File: src/rtl/elastic_pipe_reg.sv
// Elastic pipeline-stage register with a 2-entry skid buffer, NOP bubble on flush/empty.
// Optional stall counter enabled by defining ELASTIC_PIPE_STALL_CNT_EN.
module elastic_pipe_reg #(
  parameter int unsigned              DATA_W   = 16,
  parameter logic [DATA_W-1:0]        NOP_DATA = 16'h1000,
  parameter int unsigned              CTRL_W   = 8,
  parameter logic [CTRL_W-1:0]        NOP_CTRL = '0,
  parameter int unsigned              CNT_W    = 16
) (
  input  logic              clk,
  input  logic              rst,
  input  logic              in_valid,
  output logic              in_ready,
  input  logic [DATA_W-1:0] in_data,
  input  logic [CTRL_W-1:0] in_ctrl,
  input  logic              flush,
  output logic              out_valid,
  input  logic              out_ready,
  output logic [DATA_W-1:0] out_data,
  output logic [CTRL_W-1:0] out_ctrl,
  output logic [1:0]        occupancy,
  output logic [CNT_W-1:0]  stall_count
);

  // Encoding equals the number of held beats, so occupancy doubles as the state debug view.
  typedef enum logic [1:0] {
    EMPTY = 2'd0,
    ONE   = 2'd1,
    FULL  = 2'd2
  } state_t;

  state_t            state_q, state_d;
  logic [DATA_W-1:0] main_data_q, main_data_d, skid_data_q, skid_data_d;
  logic [CTRL_W-1:0] main_ctrl_q, main_ctrl_d, skid_ctrl_q, skid_ctrl_d;
  logic              accept, drain;

  // Handshake: a beat moves on a rising edge where valid and ready are both high;
  // in_ready depends only on registered state, flush and rst, never on out_ready.
  assign in_ready  = (state_q != FULL) && !flush && !rst;
  assign out_valid = (state_q != EMPTY);
  assign out_data  = main_data_q;
  assign out_ctrl  = main_ctrl_q;
  assign occupancy = state_q;
  assign accept    = in_valid && in_ready;
  assign drain     = out_valid && out_ready;

  always_comb begin
    state_d     = state_q;
    main_data_d = main_data_q;
    main_ctrl_d = main_ctrl_q;
    skid_data_d = skid_data_q;
    skid_ctrl_d = skid_ctrl_q;
    if (flush) begin
      state_d     = EMPTY;
      main_data_d = NOP_DATA;
      main_ctrl_d = NOP_CTRL;
      skid_data_d = NOP_DATA;
      skid_ctrl_d = NOP_CTRL;
    end else begin
      case (state_q)
        EMPTY: begin
          if (accept) begin
            state_d     = ONE;
            main_data_d = in_data;
            main_ctrl_d = in_ctrl;
          end
        end
        ONE: begin
          if (accept && !drain) begin
            state_d     = FULL;
            skid_data_d = in_data;
            skid_ctrl_d = in_ctrl;
          end else if (accept && drain) begin
            main_data_d = in_data;
            main_ctrl_d = in_ctrl;
          end else if (drain) begin
            state_d     = EMPTY;
            main_data_d = NOP_DATA;
            main_ctrl_d = NOP_CTRL;
          end
        end
        FULL: begin
          if (drain) begin
            state_d     = ONE;
            main_data_d = skid_data_q;
            main_ctrl_d = skid_ctrl_q;
            skid_data_d = NOP_DATA;
            skid_ctrl_d = NOP_CTRL;
          end
        end
        default: begin
          state_d     = EMPTY;
          main_data_d = NOP_DATA;
          main_ctrl_d = NOP_CTRL;
          skid_data_d = NOP_DATA;
          skid_ctrl_d = NOP_CTRL;
        end
      endcase
    end
  end

  always_ff @(posedge clk) begin
    if (rst) begin
      state_q     <= EMPTY;
      main_data_q <= NOP_DATA;
      main_ctrl_q <= NOP_CTRL;
      skid_data_q <= NOP_DATA;
      skid_ctrl_q <= NOP_CTRL;
    end else begin
      state_q     <= state_d;
      main_data_q <= main_data_d;
      main_ctrl_q <= main_ctrl_d;
      skid_data_q <= skid_data_d;
      skid_ctrl_q <= skid_ctrl_d;
    end
  end

`ifdef ELASTIC_PIPE_STALL_CNT_EN
  logic [CNT_W-1:0] stall_q;

  // Saturating; flush deliberately leaves it alone.
  always_ff @(posedge clk) begin
    if (rst) begin
      stall_q <= '0;
    end else if (out_valid && !out_ready && (stall_q != {CNT_W{1'b1}})) begin
      stall_q <= stall_q + 1'b1;
    end
  end

  assign stall_count = stall_q;
`else
  assign stall_count = '0;
`endif

endmodule
File: config.mk
export PLATFORM = sky130hd
export DESIGN_NAME = elastic_pipe_reg
export DESIGN_NICKNAME = d
export VERILOG_FILES = /design/src/rtl/elastic_pipe_reg.sv
export SDC_FILE = /design/constraint.sdc
export NUM_CORES = 1
export LEC_CHECK = 0
export BUFFER_PORTS_ARGS = -buffer_cell sky130_fd_sc_hd__buf_2
export CORE_MARGIN = 8
export CORE_UTILIZATION = 40
export CTS_BUF_LIST = sky130_fd_sc_hd__clkbuf_2
export DETAILED_ROUTE_END_ITERATION = 10
export PLACE_DENSITY = 0.69
export SLEW_MARGIN = 20
export SYNTH_ARGS = -nofsm -noshare
export SYNTH_HDL_FRONTEND = slang
export SYNTH_SLANG_ARGS = --single-unit
File: constraint.sdc
create_clock -name clk -period 3.8 [get_ports clk]
set_input_delay 0.57 -clock clk [delete_from_list [all_inputs] [get_ports clk]]
set_output_delay 0.57 -clock clk [all_outputs]
set_load 0.03 [all_outputs]
==> results of run 1 <==
==> cell type report <==
type                            count  area [um2]
Sequential cell                    50        1002
Timing Repair Buffer               59       322.8
Clock buffer                        6       30.03
Clock inverter                      2       13.76
Tap cell                           80       100.1
Multi-Input combinational cell    255        1458
Fill cell                         715        3755
==> per-layer routing <==
layer / vias up / routed length [um] / GRT usage [%]
met2: 79 / 3030 / 22.44
li1: 1208 / - / -
met4: 0 / 67 / 3.542
met1: 1056 / 3135 / 17.16
met5: - / 0 / 0
met3: 6 / 473 / 3.414
==> metrics by stage <==
step / hold WS (ns) / instance area [um2]
floorplan: 0.4363 / 2758
global placement: 0.4428 / 2855
detailed placement: 0.4442 / 2855
CTS: 0.3142 / 2899
global route: 0.3105 / 2927
finish: 0.3433 / 2927
==> worst max-delay path, delay by kind of cell, from the launching register on <==
family	cells	cell delay, ns
DFF	1	1.09
buffers and inverters	1	0.20
and+or+nand+nor	2	0.31
==> path summary, 6_finish.rpt <==
path,start,endpoint,slack (ns),cells after the start
worst min register to register,out_ctrl[6],out_ctrl[6],0.47,2
worst max register to register,occupancy[1],out_ctrl[6],1.55,4
worst min-delay path,in_data[13],skid_data_q[13],0.34,3
worst max-delay path,occupancy[1],in_ready,1.21,3
==> logic make-up after synthesis <==
kind of cell,synth area share [%]
compound gates,16.67
buf+inv,11.58
flops,37.05
mux,8.893
other cells,0.1388
simple gates,25.66
==> registers in the layout, indices dropped and copies added (netlist names) <==
register,count
skid_ctrl_q,8
out_data,16
occupancy,2
skid_data_q,16
out_ctrl,8
==> cells in the final DEF (no fill, tap or decap), drive strengths merged <==
| cell type | n |
|---|---|
| or2 | 3 |
| and2 | 1 |
| o211ai | 1 |
| nor2 | 30 |
| a21boi | 1 |
| clkbuf | 6 |
| a22o | 1 |
| nand3 | 23 |
| nand2 | 47 |
| or4b | 1 |
| a211o | 1 |
| mux2i | 24 |
| clkinv | 2 |
| nor2b | 2 |
| a211oi | 2 |
| o21ai | 46 |
| dfxtp | 50 |
| o22ai | 1 |
| buf | 59 |
| nand3b | 2 |
| nor3b | 1 |
| nor4b | 24 |
| o22a | 1 |
| a21oi | 26 |
| nor3 | 1 |
| conb | 16 |
==> where the power goes <==
group | internal [uW] | switching, uW | leakage [uW]
clock | 48.6 | 168 | 0.0000330
combinational | 47.3 | 115 | 0.000604
sequential | 532 | 4.26 | 0.000404
total | 628 | 287 | 0.00104
==> impl_metrics.csv, run 1 <==
group,metric,value,unit
outcome,status,"completed",
floorplan,rows,30,
final_layout,drive_above_1_share,20.43,%
clocking,cts_tree,"yes",
sta,timing.final.max_slew_violations,0,
sta,setup_viol,0,
yosys,synth_seq_cells,50,
setup_path,slowest_delay,1.09,ns
floorplan,fp.dieW,98.18,um
drt,vias_per_cell,5.197,
global_routing,grt_overflow,0,
yosys,syn_avg_cell_area,7.945,um2
floorplan,fp.coreArea,0.006681,mm2
global_routing,antenna_found_initial,0,
clocking,clock-sinks,50,
yosys,yosysMostFrequentCell,"dfxtp_1",
global_routing,track_usage,13.60,%
final_layout,area_growth,8.337,%
global_routing,grt_pass1_wl,11030,um
yosys,syn_area,0.002701,mm2
clocking,clockRootBuffer,"clkbuf_2",
clocking,post-cts-setup-buffers,0,
yosys,synth_edf_count,0,
power,power,915.8,uW
clocking,path_clk_slew,0.25,ns
sta,slew_headroom,28.31,%
clocking,htree_levels,2,
sta,layout_setup_ws,1.207,ns
drt,drc,0,
sta,rsz0062_at_grt,"false",
final_layout,final_nets,400,
sta,fin_skew,0.01921,ns
yosys,synthTopCellsByCount,"dfxtp_1 (50), nand2_1 (47), o21ai_1 (31)",
yosys,synthArstFlopShare,0,%
clocking,cts_hold_buf,0,
setup_path,path_class,"reg -> out",
clocking,clkLatencyLatePin,0.43,ns
global_routing,grt_max_degree,49,
placement,numPortBuffers,56,
setup_path,critPathMaxFanout,38,
setup_path,crit_slowest_cell,"dfxtp_2",
yosys,synth_top_cell_by_area,"dfxtp_1",
setup_path,worstPathRequired,3.23,ns
setup_path,cp-end-kind,"output pin",
drt,ant_nets,0,
floorplan,design.die.area,0.009639,mm2
floorplan,start_util,40.43,%
clocking,clockBufferDepth,2,
floorplan,ios,73,
clocking,post_cts_resized,0,
sta,min_period,2.593,ns
power,power_density,312.9,mW/mm2
yosys,yosys_warnings,0,
sta,max_freq,385.6,MHz
sta,tightest_slew,1.075,ns
worst_hold_path,min_path_type,"in -> reg",
sta,fin_crit_sh,68.25,%
sta,finalHoldViolCount,0,
clocking,numCtsBuffers,5,
setup_path,cp-start-kind,"flip-flop",
yosys,yosys-top-cells-area,"dfxtp_1 (37%), mux2i_1 (8.9%), nor4b_1 (7.8%)",
final_layout,layout.cells.non_filler,452,
yosys,ys_seq_area_share,37.05,%
yosys,yosysTopAreaCellShare,37.05,%
setup_path,path_cells,"nor2b_1 > nor2_1 > buf_2",
run,drv_cap,0,
drt,firstDrtPassIters,4,
yosys,synth_cell_types,30,
floorplan,die_h,98.18,um
power,ir_drop,0.2328,mV
yosys,yosys_most_used_dff,"dfxtp_1",
drt,wl_per_cell,14.84,um
drt,wl,6707,um
yosys,netlist_instances,340,
global_routing,grt_pass1_vias,2217,
placement,dp_hpwl,4452,um
placement,place.gp.congestion,0.7704,
placement,place_inst,443,
final_layout,num_antenna_cells,0,
sta,finalSetupTns,0,ns
drt,drt_iter0_drc,204,
placement,dp_slack,1.307,ns
drt,vias,2349,
final_layout,postLayoutCoreUtil,43.80,%
setup_path,arrival,2.02,ns
power,leakagePower,0.001041,uW
(Power assumes the default switching activity.)
==> inputs of run 2 (changes only) <==
--- a/config.mk
+++ b/config.mk
@@ -10,7 +10,7 @@
 export CORE_UTILIZATION = 40
 export CTS_BUF_LIST = sky130_fd_sc_hd__clkbuf_2
 export DETAILED_ROUTE_END_ITERATION = 10
-export PLACE_DENSITY = 0.69
+export PLACE_DENSITY = 0.71
 export SLEW_MARGIN = 20
 export SYNTH_ARGS = -nofsm -noshare
 export SYNTH_HDL_FRONTEND = slang
==> constraint.sdc (replaced) <==
create_clock -name clk -period 2.16 [get_ports clk]
set_input_delay 0.324 -clock clk [delete_from_list [all_inputs] [get_ports clk]]
set_output_delay 0.324 -clock clk [all_outputs]
set_load 0.03 [all_outputs]
==> run 2 against run 1 <==
Clock power is 67% higher. First-iteration DRC count is 35% lower. Via count is 2.4% higher. Largest power group unchanged. Core utilization is 1.2 points higher. Sequential cell count stayed put. Routed wire length is 0.85% lower.
==> impl_metrics.csv, run 2 (synthesis gave the netlist of run 1 again) <==
group,metric,value,unit
clocking,cts_tree,"yes",
sta,max_freq,493.0,MHz
global_routing,grtUsageMet2,21.97,%
drt,wl,6650,um
sta,min_period,2.028,ns
clocking,post-cts-setup-buffers,0,
setup_path,worstPathRequired,1.84,ns
run,drv_cap,0,
placement,numPortBuffers,56,
global_routing,grtUsageMet3,3.983,%
sta,tightest_slew,0.5074,ns
global_routing,busiest_layer,"met2",
power,ir_drop,0.2712,mV
floorplan,design.die.area,0.009639,mm2
clocking,cts_hold_buf,0,
drt,vias_per_cell,5.197,
setup_path,critPathMaxFanout,18,
final_layout,drive_above_1_share,22.72,%
global_routing,grt_overflow,0,
floorplan,start_util,40.43,%
clocking,clock-sinks,50,
power,power_density,533.0,mW/mm2
floorplan,die_h,98.18,um
final_layout,final_nets,412,
sta,timing.final.max_slew_violations,0,
clocking,numCtsBuffers,5,
global_routing,grt_max_degree,28,
sta,fin_skew,0.02004,ns
final_layout,num-fill-cells,704,
outcome,status,"completed",
setup_path,r2r_cells,4,
setup_path,path_class,"reg -> out",
placement,dp_hpwl,4865,um
floorplan,ios,73,
drt,ant_nets,0,
clocking,clockRootBuffer,"clkbuf_2",
sta,finalSetupTns,0,ns
sta,fin_crit_sh,93.90,%
sta,slew_headroom,65.70,%
worst_hold_path,min_path_type,"in -> reg",
sta,rsz0062_at_grt,"false",
global_routing,gr-usage-met1,17.41,%
setup_path,cp-start-kind,"flip-flop",
global_routing,track_usage,13.79,%
sta,finalHoldViolCount,0,
floorplan,fp.dieW,98.18,um
final_layout,final_common_cell,"buf_2",
clocking,post_cts_resized,1,
clocking,htree_levels,2,
drt,vias,2406,
power,power,1602,uW
global_routing,grt_pass1_wl,11100,um
global_routing,antenna_found_initial,0,
sta,setup_viol,0,
clocking,clkLatencyLatePin,0.42,ns
global_routing,grt_pass1_vias,2287,
clocking,clockBufferDepth,2,
placement,place.gp.congestion,0.7890,
drt,firstDrtPassIters,4,
drt,wl_per_cell,14.36,um
worst_hold_path,min_path_cells,3,
power,leakagePower,0.001090,uW
floorplan,fp.coreArea,0.006681,mm2
drt,drc,0,
setup_path,cp-end-kind,"output pin",
clocking,path_clk_slew,0.24,ns
final_layout,final_cell_mix,"buf_2 (56), dfxtp_1 (49), nand2_1 (47), o21ai_1 (31), nor2_1 (30)",
final_layout,num_antenna_cells,0,
drt,drt_iter0_drc,132,
floorplan,rows,30,
final_layout,area_growth,11.26,%
setup_path,arrival,1.70,ns
-- run 2: cell count changes in the layout (fill, tap and decap cells not counted), sizes merged --
| cell | before | now |
|---|---|---|
| clkinv | 2 | 0 |
| buf | 59 | 71 |
| clkinvlp | 0 | 1 |
-- run 2: final timing paths --
check / from / slack (ns) / end
worst min register to register: out_ctrl[5] / 0.47 / out_ctrl[5]
worst max-delay path: occupancy[1] / 0.13 / in_ready
worst min-delay path: in_data[10] / 0.12 / skid_data_q[10]
worst max register to register: occupancy[1] / 0.46 / out_ctrl[6]
-- run 2: cell type report --
cell class	instances	area, um2	area share, %
clock buffers	6	30.03	0.9992
clock inverters	1	7.507	0.2498
multi-input cells	255	1458	48.50
flip-flops and latches	50	1005	33.43
well taps	80	100.1	3.331
repair buffers	71	405.4	13.49
-- run 2: routing by layer --
| metal | vias up | wire, um |
|---|---|---|
| li1 | 1237 | - |
| met1 | 1093 | 3194 |
| met2 | 70 | 3048 |
| met3 | 6 | 348 |
| met4 | 0 | 59 |
| met5 | - | 0 |
-- run 2: through the flow --
| stage | utilization (%) | setup slack, ns | hold WS, ns | cells | instance area [um2] |
|---|---|---|---|---|---|
| 2_1_floorplan | - | 0.2757 | 0.4363 | 355 | 2758 |
| 3_5_place_dp | 44.38 | 0.3099 | 0.4479 | 456 | 2965 |
| 4_1_cts | 44.98 | 0.1012 | 0.08269 | 463 | 3005 |
| 5_1_grt | 44.98 | 0.01385 | 0.06924 | 463 | 3005 |
| 6_report | 44.98 | 0.1318 | 0.1204 | 463 | 3005 |
| 3_3_place_gp | 44.38 | 0.3310 | 0.4424 | 456 | 2965 |
-- run 2: report_power, final --
part	leakage [uW]	internal, uW	switching [uW]
clock network	0.0000251	78.2	284
registers	0.000404	935	6.46
logic	0.000661	93.5	204
-- run 2: critical path: stages, from the launching register on --
cell     delay [ns]
dfxtp_4        0.58
buf_4          0.30
nor2b_1        0.20
nor2_1         0.05
buf_2          0.17
==> inputs of run 3 (changes only) <==
==> constraint.sdc (replaced) <==
create_clock -name clk -period 2.16 [get_ports clk]
set_input_delay 0.108 -clock clk [delete_from_list [all_inputs] [get_ports clk]]
set_output_delay 0.108 -clock clk [all_outputs]
set_load 0.03 [all_outputs]
==> run 3 against run 2 <==
Final area up 7.9%. Core utilization is 3.5 points higher. Power rose by 2.9%. First-iteration DRC count is 29% higher. Final cell count rose by 5.2%. Non-clock buffer count increased by 22. Sequential power about the same. Routed wire length increased by 11%. Largest cell class unchanged. Largest power group unchanged.
==> impl_metrics.csv, run 3 (synthesis gave the netlist of run 1 again) <==
group,metric,value,unit
placement,dp_hpwl,4867,um
setup_path,arrival,2.25,ns
floorplan,start_util,40.43,%
drt,wl,7406,um
clocking,clockRootBuffer,"clkbuf_2",
setup_path,path_cells,"or4b_4 > o211ai_4 > buf_4 > o21ai_1 > a21oi_1",
global_routing,grt_overflow,0,
global_routing,grt_max_degree,49,
placement,place.gp.congestion,0.7585,
power,ir_drop,0.3592,mV
sta,whs,0.1257,ns
setup_path,crit_slowest_cell,"or4b_4",
clocking,htree_levels,2,
drt,drc,0,
global_routing,grtUsageMet2,25.08,%
clocking,clkLatencyLatePin,0.43,ns
global_routing,grt_pass1_vias,2490,
setup_path,critPathMaxFanout,14,
global_routing,track_usage,14.96,%
floorplan,fp.dieW,98.18,um
outcome,status,"completed",
final_layout,area_growth,20.01,%
sta,slew_headroom,62.10,%
global_routing,antenna_found_initial,1,
drt,ant_nets,0,
floorplan,die_h,98.18,um
setup_path,r2r_cells,5,
setup_path,r2r_start,"occupancy[0]",
drt,drt_iter0_drc,170,
floorplan,design.die.area,0.009639,mm2
sta,tightest_slew,0.5685,ns
sta,max_freq,528.2,MHz
power,power_density,508.3,mW/mm2
worst_hold_path,worstHoldStart,"in_valid",
final_layout,final_nets,434,
final_layout,multi_input_area,0.001458,mm2
setup_path,startpoint,"occupancy[0]",
clocking,post-cts-setup-buffers,0,
final_layout,num-fill-cells,660,
clocking,post_cts_resized,0,
drt,vias,2595,
final_layout,drive_above_1_share,19.95,%
final_layout,final_common_cell,"buf_2",
drt,vias_per_cell,5.329,
drt,firstDrtPassIters,5,
sta,min_period,1.893,ns
setup_path,path_class,"reg -> reg",
clocking,cts_hold_buf,26,
clocking,clockBufferDepth,2,
setup_path,cp-end-kind,"flip-flop",
global_routing,grtUsageMet3,3.485,%
drt,wl_per_cell,15.21,um
global_routing,grt_pass1_wl,12050,um
sta,finalSetupTns,0,ns
setup_path,cp-start-kind,"flip-flop",
clocking,path_clk_slew,0.26,ns
final_layout,regArea,0.001002,mm2
power,leakagePower,0.001187,uW
floorplan,rows,30,
worst_hold_path,min_path_cells,4,
floorplan,ios,73,
clocking,clock-sinks,50,
worst_hold_path,min_path_type,"in -> reg",
run,drv_cap,0,
sta,fin_crit_sh,87.64,%
sta,finalHoldViolCount,0,
global_routing,busiest_layer,"met2",
floorplan,fp.coreArea,0.006681,mm2
sta,rsz0062_at_grt,"false",
sta,fin_skew,0.02635,ns
setup_path,slowest_delay,0.56,ns
clocking,numCtsBuffers,5,
power,power,1648,uW
sta,setup_viol,0,
global_routing,gr-usage-met1,18.35,%
final_layout,final_cell_mix,"buf_2 (56), dfxtp_1 (49), nand2_1 (47), o21ai_1 (31), nor2_1 (30)",
setup_path,worstPathRequired,2.52,ns
clocking,cts_tree,"yes",
placement,numPortBuffers,56,
sta,timing.final.max_slew_violations,0,
-- run 3: per-layer routing --
metal	part of all wire (%)	wire length (um)
met2	46	3424
met3	7.0	520
met5	0	0
met4	1.3	99
met1	45	3362
-- run 3: report_power, final --
part | total, uW | leakage [uW] | internal [uW] | switching (uW)
combinational | 336 | 0.000757 | 118 | 217
clock | 370 | 0.0000255 | 69.3 | 300
sequential | 943 | 0.000404 | 937 | 5.92
total | 1650 | 0.00119 | 1120 | 523
-- run 3: path summary, 6_finish.rpt --
check | end | slack [ns]
setup / recovery | out_data[11] | 0.27
hold / removal | occupancy[0] | 0.13
setup reg to reg | out_data[11] | 0.27
hold reg to reg | out_data[3] | 0.47
-- run 3: final cells by class --
class,count,share of cell area [%]
multi-input cells,255,44.96
flip-flops and latches,50,30.91
repair buffers,93,19.84
well taps,80,3.088
clock buffers,5,0.7719
clock inverters,3,0.3474
diodes,1,0.07719
-- run 3: critical path: cells and delay by family, from the launching register on --
kind	cells	cell delay (ns)
flip-flops	1	0.38
AO/OA/AOI/OAI	3	0.61
AND/OR/NAND/NOR	1	0.56
buffers and inverters	1	0.26
-- run 3: metrics by stage --
step	setup WS [ns]	std cells	utilization [%]	cell area, um2
final	0.2669	487	48.52	3242
after global routing	0.1583	487	48.52	3242
after CTS	0.2827	485	48.07	3212
after detailed placement	0.3254	451	43.63	2915
after global placement	0.3837	451	43.63	2915
after floorplan	0.3444	355	-	2758
